### src/rtl/seq_divider_pkg.sv
// Shared definitions for the sequential arithmetic-unit operations.
package seq_divider_pkg;

    // Controller state encoding shared by sequential ALU ops.
    typedef enum logic [1:0] {
        StIdle = 2'd0,
        StRun  = 2'd1,
        StDone = 2'd2
    } seq_state_e;

endpackage : seq_divider_pkg

### src/rtl/seq_divider_subtractor.sv
// Ripple-borrow full subtractor: diff_o = a_i - b_i, final_borrow_o set when a_i < b_i.
module seq_divider_subtractor #(
    parameter int unsigned WIDTH = 5
) (
    input  logic [WIDTH-1:0] a_i,
    input  logic [WIDTH-1:0] b_i,
    output logic [WIDTH-1:0] diff_o,
    output logic             final_borrow_o
);

    logic [WIDTH:0] borrow;

    // Chain of single-bit full subtractor cells.
    always_comb begin
        borrow    = '0;
        diff_o    = '0;
        borrow[0] = 1'b0;
        for (int i = 0; i < WIDTH; i++) begin
            diff_o[i]     = a_i[i] ^ b_i[i] ^ borrow[i];
            borrow[i + 1] = (~a_i[i] & b_i[i]) | (~(a_i[i] ^ b_i[i]) & borrow[i]);
        end
        final_borrow_o = borrow[WIDTH];
    end

endmodule : seq_divider_subtractor

### src/rtl/seq_divider.sv
// Sequential unsigned restoring divider: one quotient bit per clock, MSB first,
// with a start/done handshake and divide-by-zero flagging.
module seq_divider
    import seq_divider_pkg::*;
#(
    parameter int unsigned WIDTH = 4
) (
    input  logic             clk,
    input  logic             rst,
    input  logic             start,
    input  logic [WIDTH-1:0] in1,
    input  logic [WIDTH-1:0] in2,
    output logic             busy,
    output logic             done,
    output logic [WIDTH-1:0] quotient,
    output logic [WIDTH-1:0] remainder,
    output logic             div_by_zero
);

    localparam int unsigned CntW = (WIDTH > 2) ? $clog2(WIDTH) : 1;
    localparam logic [CntW-1:0] LastCnt = CntW'(WIDTH - 1);

    seq_state_e       state_q;
    logic [WIDTH-1:0] a_q;        // dividend shifts out the top, quotient fills the bottom
    logic [WIDTH-1:0] div_q;
    logic [WIDTH:0]   p_q;        // partial remainder
    logic [CntW-1:0]  cnt_q;
    logic             busy_q;
    logic             done_q;
    logic [WIDTH-1:0] quotient_q;
    logic [WIDTH-1:0] remainder_q;
    logic             dbz_q;

    logic [WIDTH:0]   p_shift;
    logic [WIDTH:0]   trial;
    logic             trial_borrow;
    logic [WIDTH:0]   p_next;
    logic [WIDTH-1:0] a_next;

    // Bring the next dividend bit into the partial remainder and restore on borrow.
    always_comb begin
        p_shift = (p_q << 1) | {{WIDTH{1'b0}}, a_q[WIDTH-1]};
        p_next  = trial_borrow ? p_shift : trial;
        a_next  = {a_q[WIDTH-2:0], ~trial_borrow};
    end

    seq_divider_subtractor #(
        .WIDTH (WIDTH + 1)
    ) u_trial_sub (
        .a_i            (p_shift),
        .b_i            ({1'b0, div_q}),
        .diff_o         (trial),
        .final_borrow_o (trial_borrow)
    );

    // Control FSM with registered datapath and outputs.
    always_ff @(posedge clk or posedge rst) begin
        if (rst) begin
            state_q     <= StIdle;
            a_q         <= '0;
            div_q       <= '0;
            p_q         <= '0;
            cnt_q       <= '0;
            busy_q      <= 1'b0;
            done_q      <= 1'b0;
            quotient_q  <= '0;
            remainder_q <= '0;
            dbz_q       <= 1'b0;
        end else begin
            done_q <= 1'b0;
            case (state_q)
                StIdle: begin
                    if (start) begin
                        if (in2 != '0) begin
                            a_q     <= in1;
                            div_q   <= in2;
                            p_q     <= '0;
                            cnt_q   <= '0;
                            busy_q  <= 1'b1;
                            state_q <= StRun;
                        end else begin
                            quotient_q  <= '1;
                            remainder_q <= in1;
                            dbz_q       <= 1'b1;
                            done_q      <= 1'b1;
                            state_q     <= StDone;
                        end
                    end
                end
                StRun: begin
                    a_q   <= a_next;
                    p_q   <= p_next;
                    cnt_q <= cnt_q + 1'b1;
                    if (cnt_q == LastCnt) begin
                        quotient_q  <= a_next;
                        remainder_q <= p_next[WIDTH-1:0];
                        dbz_q       <= 1'b0;
                        done_q      <= 1'b1;
                        busy_q      <= 1'b0;
                        state_q     <= StDone;
                    end
                end
                StDone: begin
                    // start is deliberately not looked at here
                    state_q <= StIdle;
                end
                default: begin
                    busy_q  <= 1'b0;
                    state_q <= StIdle;
                end
            endcase
        end
    end

    assign busy        = busy_q;
    assign done        = done_q;
    assign quotient    = quotient_q;
    assign remainder   = remainder_q;
    assign div_by_zero = dbz_q;

endmodule : seq_divider
### config.mk
export PLATFORM = sky130hd
export DESIGN_NAME = seq_divider
export DESIGN_NICKNAME = d
export VERILOG_FILES = /design/src/rtl/seq_divider_pkg.sv /design/src/rtl/seq_divider_subtractor.sv /design/src/rtl/seq_divider.sv
export SDC_FILE = /design/constraint.sdc
export NUM_CORES = 1
export LEC_CHECK = 0
export ABC_CLOCK_PERIOD_IN_PS = 2900
export CAP_MARGIN = 10
export CORE_ASPECT_RATIO = 0.7
export CORE_MARGIN = 2
export CORE_UTILIZATION = 47
export DETAILED_ROUTE_END_ITERATION = 10
export HOLD_SLACK_MARGIN = 0.06
export PLACE_DENSITY = 0.78
export SYNTH_ARGS = -nofsm -noshare
export SYNTH_HDL_FRONTEND = slang
export SYNTH_HIERARCHICAL = 1
export SYNTH_SLANG_ARGS = --single-unit
### constraint.sdc
create_clock -name clk -period 2.9 [get_ports clk]
set_input_delay 0.87 -clock clk [delete_from_list [all_inputs] [get_ports clk]]
set_output_delay 0.87 -clock clk [all_outputs]
set_load 0.005 [all_outputs]
==> results of run 1 <==
## cells in the final DEF (no fill, tap or decap), drive strengths merged, types with 2 or more instances in the layout
cell,count
fa,4
a21oi,3
mux2,8
mux2i,8
nand3,4
clkbuf,3
nand2,19
inv,19
clkdlybuf4s50,21
nand2b,3
o21ai,5
nor2,8
dfrtp,27
buf,8
o211ai,3
o22ai,3
o41ai,2
ha,2
## state kept, by name (all words and copies together) (netlist names)
| name | flops |
|---|---|
| div_by_zero | 1 |
| state_q | 2 |
| done | 1 |
| p_q | 4 |
| cnt_q | 2 |
| a_q | 4 |
| remainder | 4 |
| div_q | 4 |
| busy | 1 |
| quotient | 4 |
## routing by layer
metal  global-route usage  routed length [µm]
met3               0.0577                 188
met1                0.295                1390
met2                0.280                1350
met4               0.0490                  36
met5                    0                   0
## path summary, 6_finish.rpt
check	slack (ns)	cells past startpoint	to	from
hold / removal	0.50	2	div_by_zero	div_by_zero
hold reg to reg	0.50	2	div_by_zero	div_by_zero
setup / recovery	0.16	13	remainder[2]	a_q[3]
max in group asynchronous	1.67	3	a_q[1]	rst
min in group asynchronous	0.96	3	a_q[3]	rst
setup reg to reg	0.16	13	remainder[2]	a_q[3]
## area by class of cell
type | instances | area [µm²]
clock buffers | 3 | 41.3
multi-input cells | 82 | 622
clock inverters | 1 | 5.00
repair buffers | 29 | 270
well taps | 36 | 45.0
flip-flops and latches | 27 | 676
fillers | 236 | 1070
inverters | 19 | 73.8
## worst max-delay path, delay by kind of cell, from the launching register on
family                   cells  cell delay [ns]
adder cells (fa/ha/maj)      5             1.24
multiplexers                 3             0.63
flip-flops                   1             0.39
buffers and inverters        5             0.37
## through the flow
stage	instance area [µm²]	std cells	total power (W)	setup slack [ns]
detailed placement	1650	190	0.00162	0.0583
global route	1730	197	0.00212	0.00240
finish	1730	197	0.00195	0.157
global placement	1650	190	0.00157	0.106
floorplan	1390	134	0.00128	0.199
CTS	1690	194	0.00183	0.0965
## power groups by stage
stage               logic (W)  clock network [W]  registers [W]
floorplan            0.000615                  0       0.000669
global placement     0.000878                  0       0.000691
detailed placement   0.000913                  0       0.000704
CTS                  0.000914           0.000219       0.000697
global route          0.00116           0.000234       0.000727
finish                0.00104           0.000213       0.000700
## kinds of logic (layout without fill, tap and decap cells)
group,Yosys count,in the layout,share of synthesized area
buf+inv,25,52,0.0741
mux,16,16,0.123
flops,27,27,0.488
other cells,1,1,0.00271
compound gates,19,19,0.101
fa+ha+maj,6,6,0.0759
simple gates,40,40,0.136
## timing repair
item | CTS | global route
endpoints found under the setup margin | 0 | 4
setup buffers | 0 | 3
gates resized for setup | 0 | 6
hold buffers | 0 | 0
==> impl_metrics.ini, run 1 <==
[setup_path]
worst-setup-path-type = register to register
cp.required_ns = 3.08
max_stage_delay_ns = 0.40
cp.arrival_ns = 2.92
crit_slowest_cell = fa_1
crit_chain = inv_1 > ha_1 > inv_1 > fa_1 > inv_1 > fa_1 > fa_1 > inv_1 > fa_1 > inv_4 > mux2i_2 > mux2i_1 > mux2_2
end_kind = register
start_kind = register
path_max_fanout = 5

[sta]
worst_slew_pin_slew_ns = 0.891
slew_headroom = 0.405
rsz0062_at_grt = no
min_period_ns = 2.74
finalSetupViolations = 0
setup_tns_ns = 0
post-route-period-util = 0.946
hold_violations = 0
hold_ws_ns = 0.497
finalClockSkew_ns = 0.0143
finalMaxSlewViolations = 0
timing.fmax_ghz = 0.365

[place]
place_congestion = 0.840
io_buffers = 21
dp_hpwl_um = 2160

[floorplanning]
die_w_um = 68.9
rows = 16
fp.dieH_um = 49.4
dieArea_mm2 = 0.00340
start_util = 0.494
io_pins = 22
core_area_mm2 = 0.00280

[global_route]
grt_max_degree = 28
grt_pass1_vias = 1015
grt_first_pass_wirelength_um = 4930
grt_overflow = 0
track_usage = 0.197
antenna_found_initial = 0

[cts]
clk_root_buffer_cell = clkbuf_8
cts.path.max_buffers = 2
clk_pin_slew_ns = 0.10
cts_buffers = 3
htree_levels = 1
cts_tree = done
clock-sinks = 27
worstSkewPairLatency_ns = 0.28

[synthesis]
synth-seq-cells = 27
ys_seq_area_frac = 0.488
synth-edff-count = 0
synth_common_cells = 27 x dfrtp_1, 19 x inv_1, 19 x nand2_1
yosys-top-cells-area = dfrtp_1 49%, mux2_2 6.5%, fa_1 5.8%
synth_cells = 134
ys_warn_count = 6
synth_top_cell_area_share = 0.488
synth.avg_cell_area_um2 = 10.3
yosysMostFrequentCell = dfrtp_1
ys.flop_type = dfrtp_1
synth-async-reset-ratio = 1.00
yosysTopAreaCell = dfrtp_1
synthesis.area_mm2 = 0.00139
syn_nets = 151
ys_types = 30

[run_status]
status = completed

[cells_and_area]
fin_util = 0.618
nets = 179
antenna_cells = 0
area_growth_pct = 25.1
drive_above_1_share = 0.161

[drt]
ant_nets = 0
drt_iter0_drc = 63
drc = 0
via_count = 1047
wire_per_inst_um = 15.1
dr.pass1.iters = 4
wirelength_um = 2970
vias_per_cell = 5.31

[pwr]
seqPwrFrac = 0.359
power.density_mw_per_mm2 = 1130
power.share.switching = 0.382
vdd.ir_drop.worst_v = 0.000517
p_switching_w = 0.000746
p_clk_frac = 0.109
leakage_nw = 0.796
power_frac_comb = 0.532
cell_internal_pwr_w = 0.00121

[run]
max_cap_violations = 0

[hold_path]
holdCritPathClass = register to register
(Power assumes the default switching activity.)
==> run 2: changes to the inputs <==
--- a/config.mk
+++ b/config.mk
@@ -9,10 +9,11 @@
 export CAP_MARGIN = 10
 export CORE_ASPECT_RATIO = 0.7
 export CORE_MARGIN = 2
-export CORE_UTILIZATION = 47
+export CORE_UTILIZATION = 49
+export CTS_BUF_LIST = sky130_fd_sc_hd__clkbuf_8
 export DETAILED_ROUTE_END_ITERATION = 10
 export HOLD_SLACK_MARGIN = 0.06
-export PLACE_DENSITY = 0.78
+export PLACE_DENSITY = 0.81
 export SYNTH_ARGS = -nofsm -noshare
 export SYNTH_HDL_FRONTEND = slang
 export SYNTH_HIERARCHICAL = 1
==> impl_metrics.ini, run 2 (synthesized netlist as in run 1, its figures left out) <==
[sta]
min_period_ns = 2.78
slew_headroom = 0.623
finalMaxSlewViolations = 0
worst_slew_pin_slew_ns = 0.566
finalClockSkew_ns = 0.0136
timing.fmax_ghz = 0.359
post-route-period-util = 0.959
worst_slack_ns = 0.117
hold_ws_ns = 0.488
finalSetupViolations = 0
hold_violations = 0

[run_status]
status = completed

[global_route]
use_met3 = 0.0442
top_usage_layer = met2
grt_first_pass_wirelength_um = 4890
grt_pass1_vias = 1051
grt_max_degree = 28
track_usage = 0.201
grt.met2_usage = 0.302
antenna_found_initial = 0
grt_overflow = 0
use_met1 = 0.296

[cts]
worstSkewPairLatency_ns = 0.28
clk_root_buffer_cell = clkbuf_8
cts_buffers = 3
cts_tree = done
htree_levels = 1
clock-sinks = 27
cts_hold_buf = 0
clk_pin_slew_ns = 0.10
cts.path.max_buffers = 2

[cells_and_area]
antenna_cells = 0
fin_util = 0.639
fin_cells = 197
drive_above_1_share = 0.168
final_common_cell = dfrtp_1
area_growth_pct = 26.5
fill_cells = 210
layout_common_cells = 27 x dfrtp_1, 21 x clkdlybuf4s50_1, 19 x nand2_1
nets = 179

[setup_path]
rrSetupSlack_ns = 0.12
worst-setup-path-type = register to register
crit_slowest_cell = dfrtp_1
cp.required_ns = 3.08
r2r_start = a_q[3]
max_stage_delay_ns = 0.39
end_kind = register
critPathMostFrequentCell = inv_1
rr_endpoint = remainder[0]
crit_chain = inv_1 > ha_1 > inv_1 > fa_1 > inv_1 > fa_1 > fa_1 > inv_1 > fa_2 > inv_4 > mux2i_4 > mux2i_1 > mux2_2
start_kind = register
path_max_fanout = 5
reg2regPathDepth = 13
cp.arrival_ns = 2.96

[floorplanning]
start_util = 0.505
io_pins = 22
die_w_um = 67.5
fp.dieH_um = 48.5
rows = 16
core_area_mm2 = 0.00274
dieArea_mm2 = 0.00327

[pwr]
leakage_nw = 0.790
vdd.ir_drop.worst_v = 0.000584
power.density_mw_per_mm2 = 1150
power_w = 0.00201

[hold_path]
worstHoldEndpoint = div_by_zero
min_from = div_by_zero
whs_path_depth = 2
holdCritPathClass = register to register

[drt]
vias_per_cell = 5.38
ant_nets = 0
drc = 0
via_count = 1059
wirelength_um = 3020
wire_per_inst_um = 15.3
drt_iter0_drc = 48
dr.pass1.iters = 4

[place]
dp_slack_ns = -0.000202
place_congestion = 0.862
placed_cells = 191
io_buffers = 21
dp_hpwl_um = 2200

[run]
max_cap_violations = 0
[run 2: cell count changes in the layout (fill, tap and decap cells not counted)]
| cell | before | now |
|---|---|---|
| mux2_4 | 1 | 0 |
| clkinv_2 | 1 | 0 |
| mux2i_2 | 3 | 1 |
| mux2_2 | 7 | 8 |
| fa_2 | 0 | 1 |
| fa_1 | 4 | 3 |
| clkinvlp_4 | 0 | 1 |
| mux2i_4 | 0 | 2 |
[run 2: area by class of cell]
cell class / instances / area, µm² / share of cell area
clock inverters: 1 / 7.51 / 0.00429
repair buffers: 29 / 270 / 0.154
inverters: 19 / 73.8 / 0.0421
multi-input cells: 82 / 638 / 0.364
flip-flops and latches: 27 / 676 / 0.386
clock buffers: 3 / 41.3 / 0.0236
well taps: 36 / 45.0 / 0.0257
[run 2: per-layer routing]
| metal | vias to the layer above | part of all wire |
|---|---|---|
| li1 | 496 | - |
| met1 | 519 | 0.45 |
| met2 | 38 | 0.47 |
| met3 | 6 | 0.064 |
| met4 | 0 | 0.012 |
| met5 | - | 0 |
[run 2: per-stage QoR]
stage	setup TNS [ns]	instance area (µm²)
2_1_floorplan	0	1390
3_3_place_gp	0	1650
3_5_place_dp	-0.000202	1650
4_1_cts	0	1710
5_1_grt	-0.0166	1750
6_report	0	1750
[run 2: repair_timing]
item,CTS,global route
gates cloned,0,0
setup buffers,0,2
resized for setup,2,6
endpoints found under the setup margin,1,4
[run 2: worst max-delay path by stage]
stage	startpoint	endpoint	cells past startpoint
after floorplan	a_q[3]	remainder[0]	14
after global routing	a_q[3]	remainder[3]	13
after global placement	a_q[3]	remainder[1]	13
after CTS	a_q[3]	remainder[0]	13
final	a_q[3]	remainder[0]	13
after detailed placement	a_q[3]	remainder[0]	13
[run 2: power by group]
group	switching [W]	leakage, nW	internal (W)
clock network	0.000121	0.0217	0.0000977
registers	0.000139	0.324	0.000556
logic	0.000527	0.444	0.000567
total	0.000787	0.790	0.00122
[run 2: critical path: cells and delay by family, from the launching register on]
kind                     cells  cell delay, ns
adder cells (fa/ha/maj)      5            1.24
buffers and inverters        5            0.38
flip-flops                   1            0.39
multiplexers                 3            0.67
==> run 3: changes to the inputs <==
==> constraint.sdc (replaced) <==
create_clock -name clk -period 2.9 [get_ports clk]
set_input_delay 0.87 -clock clk [delete_from_list [all_inputs] [get_ports clk]]
set_output_delay 0.87 -clock clk [all_outputs]
set_load 0.05 [all_outputs]
==> results of run 3 <==
Same layout as run 2 (identical final DEF). Status: completed.
Among the figures that moved: total power 0.00201 W -> 0.00225 W; worst IR drop on VDD 0.000584 V -> 0.000593 V
